**config.mk**
```make
export PLATFORM = sky130hd
export DESIGN_NAME = alpha_data_emulator_flat
export DESIGN_NICKNAME = d
export VERILOG_FILES = /design/src/rtl/alpha_pkg.sv /design/src/rtl/alpha_data_emulator_if.sv /design/src/rtl/alpha_word_serializer.sv /design/src/rtl/alpha_data_emulator.sv /design/src/flat_wrapper.sv
export SDC_FILE = /design/constraint.sdc
export NUM_CORES = 1
export LEC_CHECK = 0
export CAP_MARGIN = 10
export CORE_ASPECT_RATIO = 0.8
export CORE_UTILIZATION = 27
export DETAILED_ROUTE_END_ITERATION = 10
export GPL_TIMING_DRIVEN = 0
export PLACE_DENSITY = 0.5
export SETUP_SLACK_MARGIN = 0.1
export SYNTH_ARGS = -nofsm -noshare
export SYNTH_HDL_FRONTEND = slang
export SYNTH_SLANG_ARGS = --single-unit
```
**constraint.sdc**
```tcl
create_clock -name clock -period 1.95 [get_ports clock]
set_input_delay 0.195 -clock clock [delete_from_list [all_inputs] [get_ports clock]]
set_output_delay 0.195 -clock clock [all_outputs]
set_load 0.05 [all_outputs]
```
**src/rtl/alpha_pkg.sv**
```systemverilog
// Shared ALPHA link definitions: frame states, word geometry and default
// header/footer/fill patterns common to the emulator and alpha_readout.
package alpha_pkg;

  localparam int unsigned ALPHA_WORD_BITS   = 16;
  localparam int unsigned ALPHA_NYBBLE_BITS = 4;
  localparam int unsigned ALPHA_BIT_CNT_W   = $clog2(ALPHA_WORD_BITS);

  typedef logic [ALPHA_WORD_BITS-1:0]   alpha_word_t;
  typedef logic [ALPHA_NYBBLE_BITS-1:0] alpha_nybble_t;
  typedef logic [ALPHA_BIT_CNT_W-1:0]   alpha_bit_cnt_t;

  localparam alpha_word_t ALPHA_HEADER_DEFAULT = 16'hb5a3;
  localparam alpha_word_t ALPHA_FOOTER_DEFAULT = 16'hf00d;
  localparam alpha_word_t ALPHA_FILL_DEFAULT   = 16'hdead;

  typedef enum logic [2:0] {
    IDLE,
    HEADER,
    MEAT,
    FOOTER,
    GAP
  } alpha_state_e;

endpackage

```
**src/rtl/alpha_data_emulator_if.sv**
```systemverilog
// Data-word source handshake feeding the ALPHA data emulator.
interface alpha_data_emulator_if;
  import alpha_pkg::*;

  alpha_word_t word_in;
  logic        word_valid;
  logic        word_ready;

  modport master (output word_in, output word_valid, input word_ready);
  modport slave  (input word_in, input word_valid, output word_ready);

endinterface

```
**src/rtl/alpha_word_serializer.sv**
```systemverilog
// 16-bit load/shift register, MSB first, with a bit counter that wraps at
// each word boundary and flags the last bit of the current word.
module alpha_word_serializer
  import alpha_pkg::*;
(
  input  logic           clock,
  input  logic           reset,
  input  logic           load,
  input  logic           shift,
  input  alpha_word_t    load_word,
  output logic [1:0]     top_bits,
  output alpha_bit_cnt_t bit_cnt,
  output logic           load_next
);

  alpha_word_t sreg;

  always_ff @(posedge clock) begin
    if (reset) begin
      sreg    <= '0;
      bit_cnt <= '0;
    end else if (load) begin
      sreg    <= load_word;
      bit_cnt <= '0;
    end else if (shift) begin
      sreg    <= {sreg[ALPHA_WORD_BITS-2:0], 1'b0};
      bit_cnt <= bit_cnt + ALPHA_BIT_CNT_W'(1);
    end
  end

  assign top_bits  = sreg[ALPHA_WORD_BITS-1 -: 2];
  assign load_next = (bit_cnt == ALPHA_BIT_CNT_W'(ALPHA_WORD_BITS-1));

endmodule

```
**src/rtl/alpha_data_emulator.sv**
```systemverilog
// ALPHA serial readout transmitter: header, WORDS_PER_FRAME data words, footer,
// then an idle-low gap. Optional counter data source: ALPHA_EMULATOR_COUNTER_PATTERN_EN.
module alpha_data_emulator
  import alpha_pkg::*;
#(
  parameter int unsigned WORDS_PER_FRAME = 8,
  parameter alpha_word_t HEADER_WORD     = ALPHA_HEADER_DEFAULT,
  parameter alpha_word_t FOOTER_WORD     = ALPHA_FOOTER_DEFAULT,
  parameter alpha_word_t FILL_WORD       = ALPHA_FILL_DEFAULT,
  parameter int unsigned GAP_BITS        = 16
)(
  input  logic                  clock,
  input  logic                  reset,
  input  logic                  start,
`ifdef ALPHA_EMULATOR_COUNTER_PATTERN_EN
  input  logic                  use_counter,
`endif
  alpha_data_emulator_if.slave  word_if,
  output logic                  data_a,
  output logic                  busy,
  output logic                  header,
  output logic                  meat,
  output logic                  footer,
  output logic                  strobe,
  output logic                  msn,
  output alpha_nybble_t         nybble,
  output logic                  tok_out,
  output logic                  underflow
);

  localparam int unsigned GAP_W     = (GAP_BITS > 1) ? $clog2(GAP_BITS) : 1;
  localparam logic [GAP_W-1:0] GAP_LAST  = GAP_W'(GAP_BITS - 1);
  localparam logic [7:0]       LAST_WORD = 8'(WORDS_PER_FRAME - 1);

  alpha_state_e   state, next_state;
  logic [7:0]     word_cnt;
  logic [GAP_W-1:0] gap_cnt;
  logic [1:0]     hist;
  logic [1:0]     top_bits;
  alpha_bit_cnt_t bit_cnt;
  logic           load_next, load, shift, fetch, last_word, ready_soon, pattern_sel;
  alpha_word_t    load_word, data_word;

  alpha_word_serializer u_ser (
    .clock     (clock),
    .reset     (reset),
    .load      (load),
    .shift     (shift),
    .load_word (load_word),
    .top_bits  (top_bits),
    .bit_cnt   (bit_cnt),
    .load_next (load_next)
  );

  // Data source: counter pattern when selected, else word_in or fill on underrun
`ifdef ALPHA_EMULATOR_COUNTER_PATTERN_EN
  alpha_word_t pat_cnt;
  assign pattern_sel = use_counter;

  always_ff @(posedge clock) begin
    if (reset)                    pat_cnt <= '0;
    else if (fetch && use_counter) pat_cnt <= pat_cnt + 16'd1;
  end

  always_comb begin
    data_word = word_if.word_valid ? word_if.word_in : FILL_WORD;
    if (use_counter) data_word = pat_cnt;
  end
`else
  assign pattern_sel = 1'b0;
  assign data_word   = word_if.word_valid ? word_if.word_in : FILL_WORD;
`endif

  assign last_word  = (word_cnt == LAST_WORD);
  assign ready_soon = !pattern_sel && (bit_cnt == ALPHA_BIT_CNT_W'(ALPHA_WORD_BITS-2)) &&
                      ((state == HEADER) || ((state == MEAT) && !last_word));
  assign data_a     = top_bits[1];

  always_ff @(posedge clock) begin
    if (reset) state <= IDLE;
    else       state <= next_state;
  end

  always_comb begin
    next_state = state;
    load       = 1'b0;
    shift      = 1'b0;
    fetch      = 1'b0;
    load_word  = '0;
    unique case (state)
      IDLE: if (start) begin
        load       = 1'b1;
        load_word  = HEADER_WORD;
        next_state = HEADER;
      end
      HEADER: begin
        shift = 1'b1;
        if (load_next) begin
          load       = 1'b1;
          fetch      = 1'b1;
          load_word  = data_word;
          next_state = MEAT;
        end
      end
      MEAT: begin
        shift = 1'b1;
        if (load_next) begin
          load = 1'b1;
          if (last_word) begin
            load_word  = FOOTER_WORD;
            next_state = FOOTER;
          end else begin
            fetch     = 1'b1;
            load_word = data_word;
          end
        end
      end
      FOOTER: begin
        shift = 1'b1;
        // Loading zero leaves the line low through the gap
        if (load_next) begin
          load       = 1'b1;
          next_state = GAP;
        end
      end
      GAP: if (gap_cnt == GAP_LAST) next_state = IDLE;
      default: next_state = IDLE;
    endcase
  end

  // Frame counters: data-word index and gap length
  always_ff @(posedge clock) begin
    if (reset) begin
      word_cnt <= '0;
      gap_cnt  <= '0;
    end else begin
      if (state == HEADER)                          word_cnt <= '0;
      else if (state == MEAT && load_next && !last_word) word_cnt <= word_cnt + 8'd1;
      gap_cnt <= (state == GAP) ? gap_cnt + GAP_W'(1) : '0;
    end
  end

  // Registered status; flags are computed one cycle ahead to align with data_a
  always_ff @(posedge clock) begin
    if (reset) begin
      busy               <= 1'b0;
      header             <= 1'b0;
      meat               <= 1'b0;
      footer             <= 1'b0;
      strobe             <= 1'b0;
      msn                <= 1'b0;
      nybble             <= '0;
      tok_out            <= 1'b0;
      underflow          <= 1'b0;
      hist               <= '0;
      word_if.word_ready <= 1'b0;
    end else begin
      busy               <= (next_state != IDLE);
      header             <= (next_state == HEADER);
      meat               <= (next_state == MEAT);
      footer             <= (next_state == FOOTER);
      tok_out            <= (state == FOOTER) && load_next;
      strobe             <= (state == MEAT) && (bit_cnt[1:0] == 2'd2);
      msn                <= (state == MEAT) && (bit_cnt == ALPHA_BIT_CNT_W'(2));
      if ((state == MEAT) && (bit_cnt[1:0] == 2'd2)) nybble <= {hist, top_bits};
      hist               <= {hist[0], top_bits[1]};
      word_if.word_ready <= ready_soon;
      underflow          <= underflow | (fetch && !word_if.word_valid && !pattern_sel);
    end
  end

endmodule
```
**src/flat_wrapper.sv**
```systemverilog
// flat-port wrapper written by rule: the top's interface ports become plain ports
module alpha_data_emulator_flat import alpha_pkg::*;
#(
  parameter int unsigned WORDS_PER_FRAME = 8,
  parameter alpha_word_t HEADER_WORD     = ALPHA_HEADER_DEFAULT,
  parameter alpha_word_t FOOTER_WORD     = ALPHA_FOOTER_DEFAULT,
  parameter alpha_word_t FILL_WORD       = ALPHA_FILL_DEFAULT,
  parameter int unsigned GAP_BITS        = 16
)
  (clock, reset, start, data_a, busy, header, meat, footer, strobe, msn, nybble, tok_out, underflow, word_if_word_in, word_if_word_valid, word_if_word_ready);
  alpha_data_emulator_if word_if_i ();
  input  logic clock;
  input  logic reset;
  input  logic start;
  output logic data_a;
  output logic busy;
  output logic header;
  output logic meat;
  output logic footer;
  output logic strobe;
  output logic msn;
  output alpha_nybble_t nybble;
  output logic tok_out;
  output logic underflow;
  input wire logic [$bits(word_if_i.word_in)-1:0] word_if_word_in;
  input wire logic [$bits(word_if_i.word_valid)-1:0] word_if_word_valid;
  output wire logic [$bits(word_if_i.word_ready)-1:0] word_if_word_ready;
  assign word_if_i.word_in = word_if_word_in;
  assign word_if_i.word_valid = word_if_word_valid;
  assign word_if_word_ready = word_if_i.word_ready;
  alpha_data_emulator #(.WORDS_PER_FRAME(WORDS_PER_FRAME), .HEADER_WORD(HEADER_WORD), .FOOTER_WORD(FOOTER_WORD), .FILL_WORD(FILL_WORD), .GAP_BITS(GAP_BITS)) u_core (.clock(clock), .reset(reset), .start(start), .word_if(word_if_i), .data_a(data_a), .busy(busy), .header(header), .meat(meat), .footer(footer), .strobe(strobe), .msn(msn), .nybble(nybble), .tok_out(tok_out), .underflow(underflow));
endmodule
```
==> run_summary.xml <==
<?xml version="1.0" encoding="UTF-8"?>
<metrics>
  <group name="logic_synthesis">
    <metric name="postSynthCellCount" unit="">249</metric>
    <metric name="synth_enable_flop_cells" unit="">0</metric>
    <metric name="synthesis.nets" unit="">273</metric>
    <metric name="synthArstFlopShare" unit="">0</metric>
    <metric name="synth-main-ff-cell" unit="">sky130_fd_sc_hd__dfxtp_1</metric>
    <metric name="average_size_of_a_mapped_cell" unit="um2">8.96</metric>
    <metric name="yosys_warnings" unit="">0</metric>
    <metric name="synth.yosys.seq_area_share" unit="">0.448</metric>
    <metric name="synth.ff_latch_count" unit="">50</metric>
    <metric name="post_synth_instance_area" unit="um2">2230</metric>
    <metric name="synth.distinct_cells" unit="">44</metric>
  </group>
  <group name="routing">
    <metric name="routed_wire_length_per_instance" unit="um">13.6</metric>
    <metric name="drc_violation_total_after_the_first_tritonroute_iteration" unit="">55</metric>
    <metric name="detail_route.first_pass.iterations" unit="">4</metric>
    <metric name="postRouteWirelength" unit="mm">5.45</metric>
    <metric name="residual_drc" unit="">0</metric>
    <metric name="vias" unit="">1886</metric>
    <metric name="drtAntennaViolNets" unit="">0</metric>
    <metric name="viasPerCell" unit="">4.70</metric>
  </group>
  <group name="power">
    <metric name="proportion_of_power_drawn_by_the_clock_network" unit="">0.320</metric>
    <metric name="p_sw_frac" unit="">0.272</metric>
    <metric name="cellPowerDensity" unit="nW/um2">675</metric>
    <metric name="vdd_drop_max" unit="uV">360</metric>
    <metric name="p_leak" unit="nW">1.03</metric>
    <metric name="total_switching_power" unit="mW">0.531</metric>
    <metric name="fin_total_pwr" unit="mW">1.95</metric>
    <metric name="register_share_of_total_power" unit="">0.556</metric>
    <metric name="comb_power_share" unit="">0.124</metric>
    <metric name="cellInternalPower" unit="mW">1.42</metric>
  </group>
  <group name="critical_path">
    <metric name="cp.required" unit="ns">2.15</metric>
    <metric name="worst_r2r_endpoint" unit="">u_core.u_ser.sreg[8]</metric>
    <metric name="worstRegToRegCells" unit="">4</metric>
    <metric name="timing.critical_path.fanout_max" unit="">6</metric>
    <metric name="timing.setup.critical_path_class" unit="">flop to flop</metric>
    <metric name="crit-reg2reg-launch" unit="">u_core.word_cnt[5]</metric>
    <metric name="cp-start-kind" unit="">flop</metric>
    <metric name="worstSetupEndpointType" unit="">flop</metric>
    <metric name="critPathArrivalTime" unit="ns">1.93</metric>
    <metric name="rrSetupSlack" unit="ns">0.22</metric>
  </group>
  <group name="sta">
    <metric name="rsz0062_at_grt" unit="">no</metric>
    <metric name="maxSlewViolCount" unit="">0</metric>
    <metric name="max_freq" unit="MHz">577</metric>
    <metric name="final_count_of_negative_setup_slack_endpoints" unit="">0</metric>
    <metric name="slew_headroom" unit="">0.528</metric>
    <metric name="finalClockSkew" unit="ns">0.00750</metric>
    <metric name="finalWorstPathRequiredPeriod" unit="ns">1.73</metric>
    <metric name="period_share" unit="">0.888</metric>
    <metric name="timing_worst_slew_pin_value" unit="ns">0.702</metric>
    <metric name="finalHoldViolations" unit="">0</metric>
  </group>
  <group name="global_route">
    <metric name="track_usage" unit="">0.132</metric>
    <metric name="grt_pass1_vias" unit="">1811</metric>
    <metric name="grt_max_degree" unit="">17</metric>
    <metric name="wire_length_of_the_first_global_routing_pass" unit="mm">9.16</metric>
    <metric name="grt-ovfl-total" unit="">0</metric>
    <metric name="grt_antenna_before_repair" unit="">0</metric>
  </group>
  <group name="hold_path">
    <metric name="worst_hold_path.endpoint" unit="">u_core.u_ser.sreg[6]</metric>
    <metric name="hold_path.class" unit="">primary input to flop</metric>
    <metric name="hold_start" unit="">word_if_word_in[6]</metric>
    <metric name="worst_hold_path.num_cells" unit="">3</metric>
  </group>
  <group name="final_layout">
    <metric name="final_common_cell" unit="">sky130_fd_sc_hd__dfxtp_1</metric>
    <metric name="finalCoreUtilization" unit="">0.362</metric>
    <metric name="area_taken_by_multi_input_logic_gates" unit="um2">1210</metric>
    <metric name="fill_cells" unit="">854</metric>
    <metric name="insertedDiodeCount" unit="">0</metric>
    <metric name="seq_area" unit="um2">1000</metric>
    <metric name="drive_gt1_frac" unit="">0.150</metric>
    <metric name="design.final.nets" unit="">316</metric>
    <metric name="area_growth_syn_to_layout" unit="%">29.6</metric>
    <metric name="most-common-layout-cells" unit="">sky130_fd_sc_hd__dfxtp_1, sky130_fd_sc_hd__nor2_1, sky130_fd_sc_hd__clkdlybuf4s50_1</metric>
    <metric name="post_route_cell_area" unit="um2">2890</metric>
  </group>
  <group name="cts">
    <metric name="ctsRootBufferMaster" unit="">sky130_fd_sc_hd__clkbuf_8</metric>
    <metric name="clkLatencyLatePin" unit="ns">0.31</metric>
    <metric name="cts.reportedPaths.clkPinSlew" unit="ns">0.10</metric>
    <metric name="cts_made_buffers" unit="">5</metric>
    <metric name="tritoncts_num_sinks" unit="">50</metric>
    <metric name="htreeDepth" unit="">2</metric>
    <metric name="cts_max_path_buffers" unit="">2</metric>
    <metric name="cts_tree" unit="">done</metric>
  </group>
  <group name="place">
    <metric name="post_detailed_placement_cell_area" unit="um2">2700</metric>
    <metric name="port-buffer-count" unit="">33</metric>
    <metric name="gpl.final_weighted_congestion" unit="">0.817</metric>
    <metric name="dp_hpwl" unit="mm">3.92</metric>
  </group>
  <group name="die">
    <metric name="floorplan.die_area" unit="um2">8640</metric>
    <metric name="die_y" unit="um">83.3</metric>
    <metric name="top_level_ports" unit="">34</metric>
    <metric name="floorplan.core_area" unit="um2">7980</metric>
    <metric name="initial_core_util" unit="">0.280</metric>
    <metric name="fp.dieW" unit="um">104</metric>
    <metric name="rows" unit="">29</metric>
  </group>
  <group name="flow_run">
    <metric name="cap_viol_max_count" unit="">0</metric>
  </group>
  <group name="outcome">
    <metric name="run_status" unit="">finished, final reports clean</metric>
  </group>
</metrics>
[Yosys cell counts (3+ instances only)]
cell / count / area [um2]
sky130_fd_sc_hd__buf_2: 4 / 20.0
sky130_fd_sc_hd__or3_1: 6 / 37.5
sky130_fd_sc_hd__a211oi_1: 7 / 52.6
sky130_fd_sc_hd__nand2_1: 11 / 41.3
sky130_fd_sc_hd__o21bai_1: 3 / 22.5
sky130_fd_sc_hd__a221oi_1: 3 / 26.3
sky130_fd_sc_hd__nor3_1: 7 / 35.0
sky130_fd_sc_hd__nand3_1: 3 / 15.0
sky130_fd_sc_hd__or2_2: 3 / 18.8
sky130_fd_sc_hd__a21oi_1: 15 / 75.1
sky130_fd_sc_hd__a311oi_1: 3 / 26.3
sky130_fd_sc_hd__dfxtp_1: 50 / 1000
sky130_fd_sc_hd__nand4_1: 6 / 37.5
sky130_fd_sc_hd__xnor2_1: 4 / 35.0
sky130_fd_sc_hd__inv_1: 6 / 22.5
sky130_fd_sc_hd__xor2_1: 5 / 43.8
sky130_fd_sc_hd__mux2i_1: 7 / 70.1
sky130_fd_sc_hd__nor2_1: 40 / 150
sky130_fd_sc_hd__nand2b_1: 3 / 18.8
sky130_fd_sc_hd__clkbuf_1: 9 / 33.8
sky130_fd_sc_hd__o21ai_0: 19 / 95.1
sky130_fd_sc_hd__nor3b_1: 3 / 22.5
sky130_fd_sc_hd__ha_1: 4 / 50.1
[critical path, cell delays in order, from the launching register on]
cell and delay [ns]:
sky130_fd_sc_hd__dfxtp_1 0.37, sky130_fd_sc_hd__nor4b_2 0.64, sky130_fd_sc_hd__a2111oi_4 0.19, sky130_fd_sc_hd__a221oi_1 0.34, sky130_fd_sc_hd__nor3_1 0.07
[cell families after synthesis]
logic type                 count (synthesis)  synth area share
buffers and inverters                     21            0.0409
and+or+nand+nor                           96             0.230
AOI/OAI and AO/OA                         62             0.192
adders and majority gates                  4            0.0224
muxes                                      7            0.0314
xor gates and xnor gates                   9            0.0353
DFF                                       50             0.448
[metrics by stage]
| step | TNS (ns) | worst slack (ns) | instances | hold WS, ns |
|---|---|---|---|---|
| floorplan | 0 | 0.365 | 249 | 0.281 |
| global placement | -2.46 | -0.164 | 390 | 0.434 |
| detailed placement | -2.02 | -0.134 | 390 | 0.440 |
| CTS | 0 | 0.0785 | 398 | 0.450 |
| global route | 0 | 0.0888 | 401 | 0.471 |
| finish | 0 | 0.218 | 401 | 0.443 |
[what timing repair did]
| action | in CTS | in global routing |
|---|---|---|
| setup buffers | 0 | 3 |
| gates cloned | 0 | 0 |
| setup endpoints to repair | 15 | 25 |
| pin swaps | 0 | 1 |
| gates resized for setup | 4 | 18 |
| hold buffers | 0 | 0 |
[flip-flops by register name, summed over array words and instances, names as in the netlist, 2 cells and up]
name                  flops
u_core.gap_cnt            4
u_core.hist               2
u_core.nybble             4
u_core.state              3
u_core.u_ser.bit_cnt      4
u_core.u_ser.sreg        16
u_core.word_cnt           8
[area by class of cell]
type / instances / share of cell area
Clock inverter: 3 / 0.00735
Buffer: 15 / 0.0251
Clock buffer: 5 / 0.0238
Tap cell: 108 / 0.0467
Multi-Input combinational cell: 178 / 0.420
Sequential cell: 50 / 0.347
Timing Repair Buffer: 36 / 0.122
Inverter: 6 / 0.00779
[power groups by stage]
stage | Clock (mW) | Combinational (mW) | Sequential, mW
floorplan | 0 | 0.126 | 1.12
global placement | 0 | 0.234 | 1.11
detailed placement | 0 | 0.234 | 1.11
CTS | 0.640 | 0.240 | 1.08
global route | 0.689 | 0.266 | 1.09
finish | 0.624 | 0.242 | 1.09
[routing by layer]
layer / GRT usage / routed length, um / up-vias / part of all wire
met4: 0.0351 / 59 / 0 / 0.011
met5: 0 / 0 / - / 0
met3: 0.0275 / 200 / 8 / 0.037
li1: - / - / 977 / -
met1: 0.190 / 2940 / 861 / 0.54
met2: 0.200 / 2250 / 40 / 0.41
[worst max-delay path by stage]
| stage | from | endpoint | slack (ns) | cells past startpoint |
|---|---|---|---|---|
| after global routing | u_core.u_ser.bit_cnt[1] | u_core.word_cnt[6] | 0.09 | 6 |
| after floorplan | u_core.word_cnt[0] | u_core.u_ser.sreg[1] | 0.36 | 5 |
| after CTS | u_core.word_cnt[0] | u_core.u_ser.sreg[14] | 0.08 | 5 |
| after global placement | reset | u_core.u_ser.sreg[8] | -0.16 | 4 |
| after detailed placement | reset | u_core.u_ser.sreg[8] | -0.13 | 4 |
| final | u_core.word_cnt[5] | u_core.u_ser.sreg[8] | 0.22 | 4 |
(Power assumes the default switching activity.)
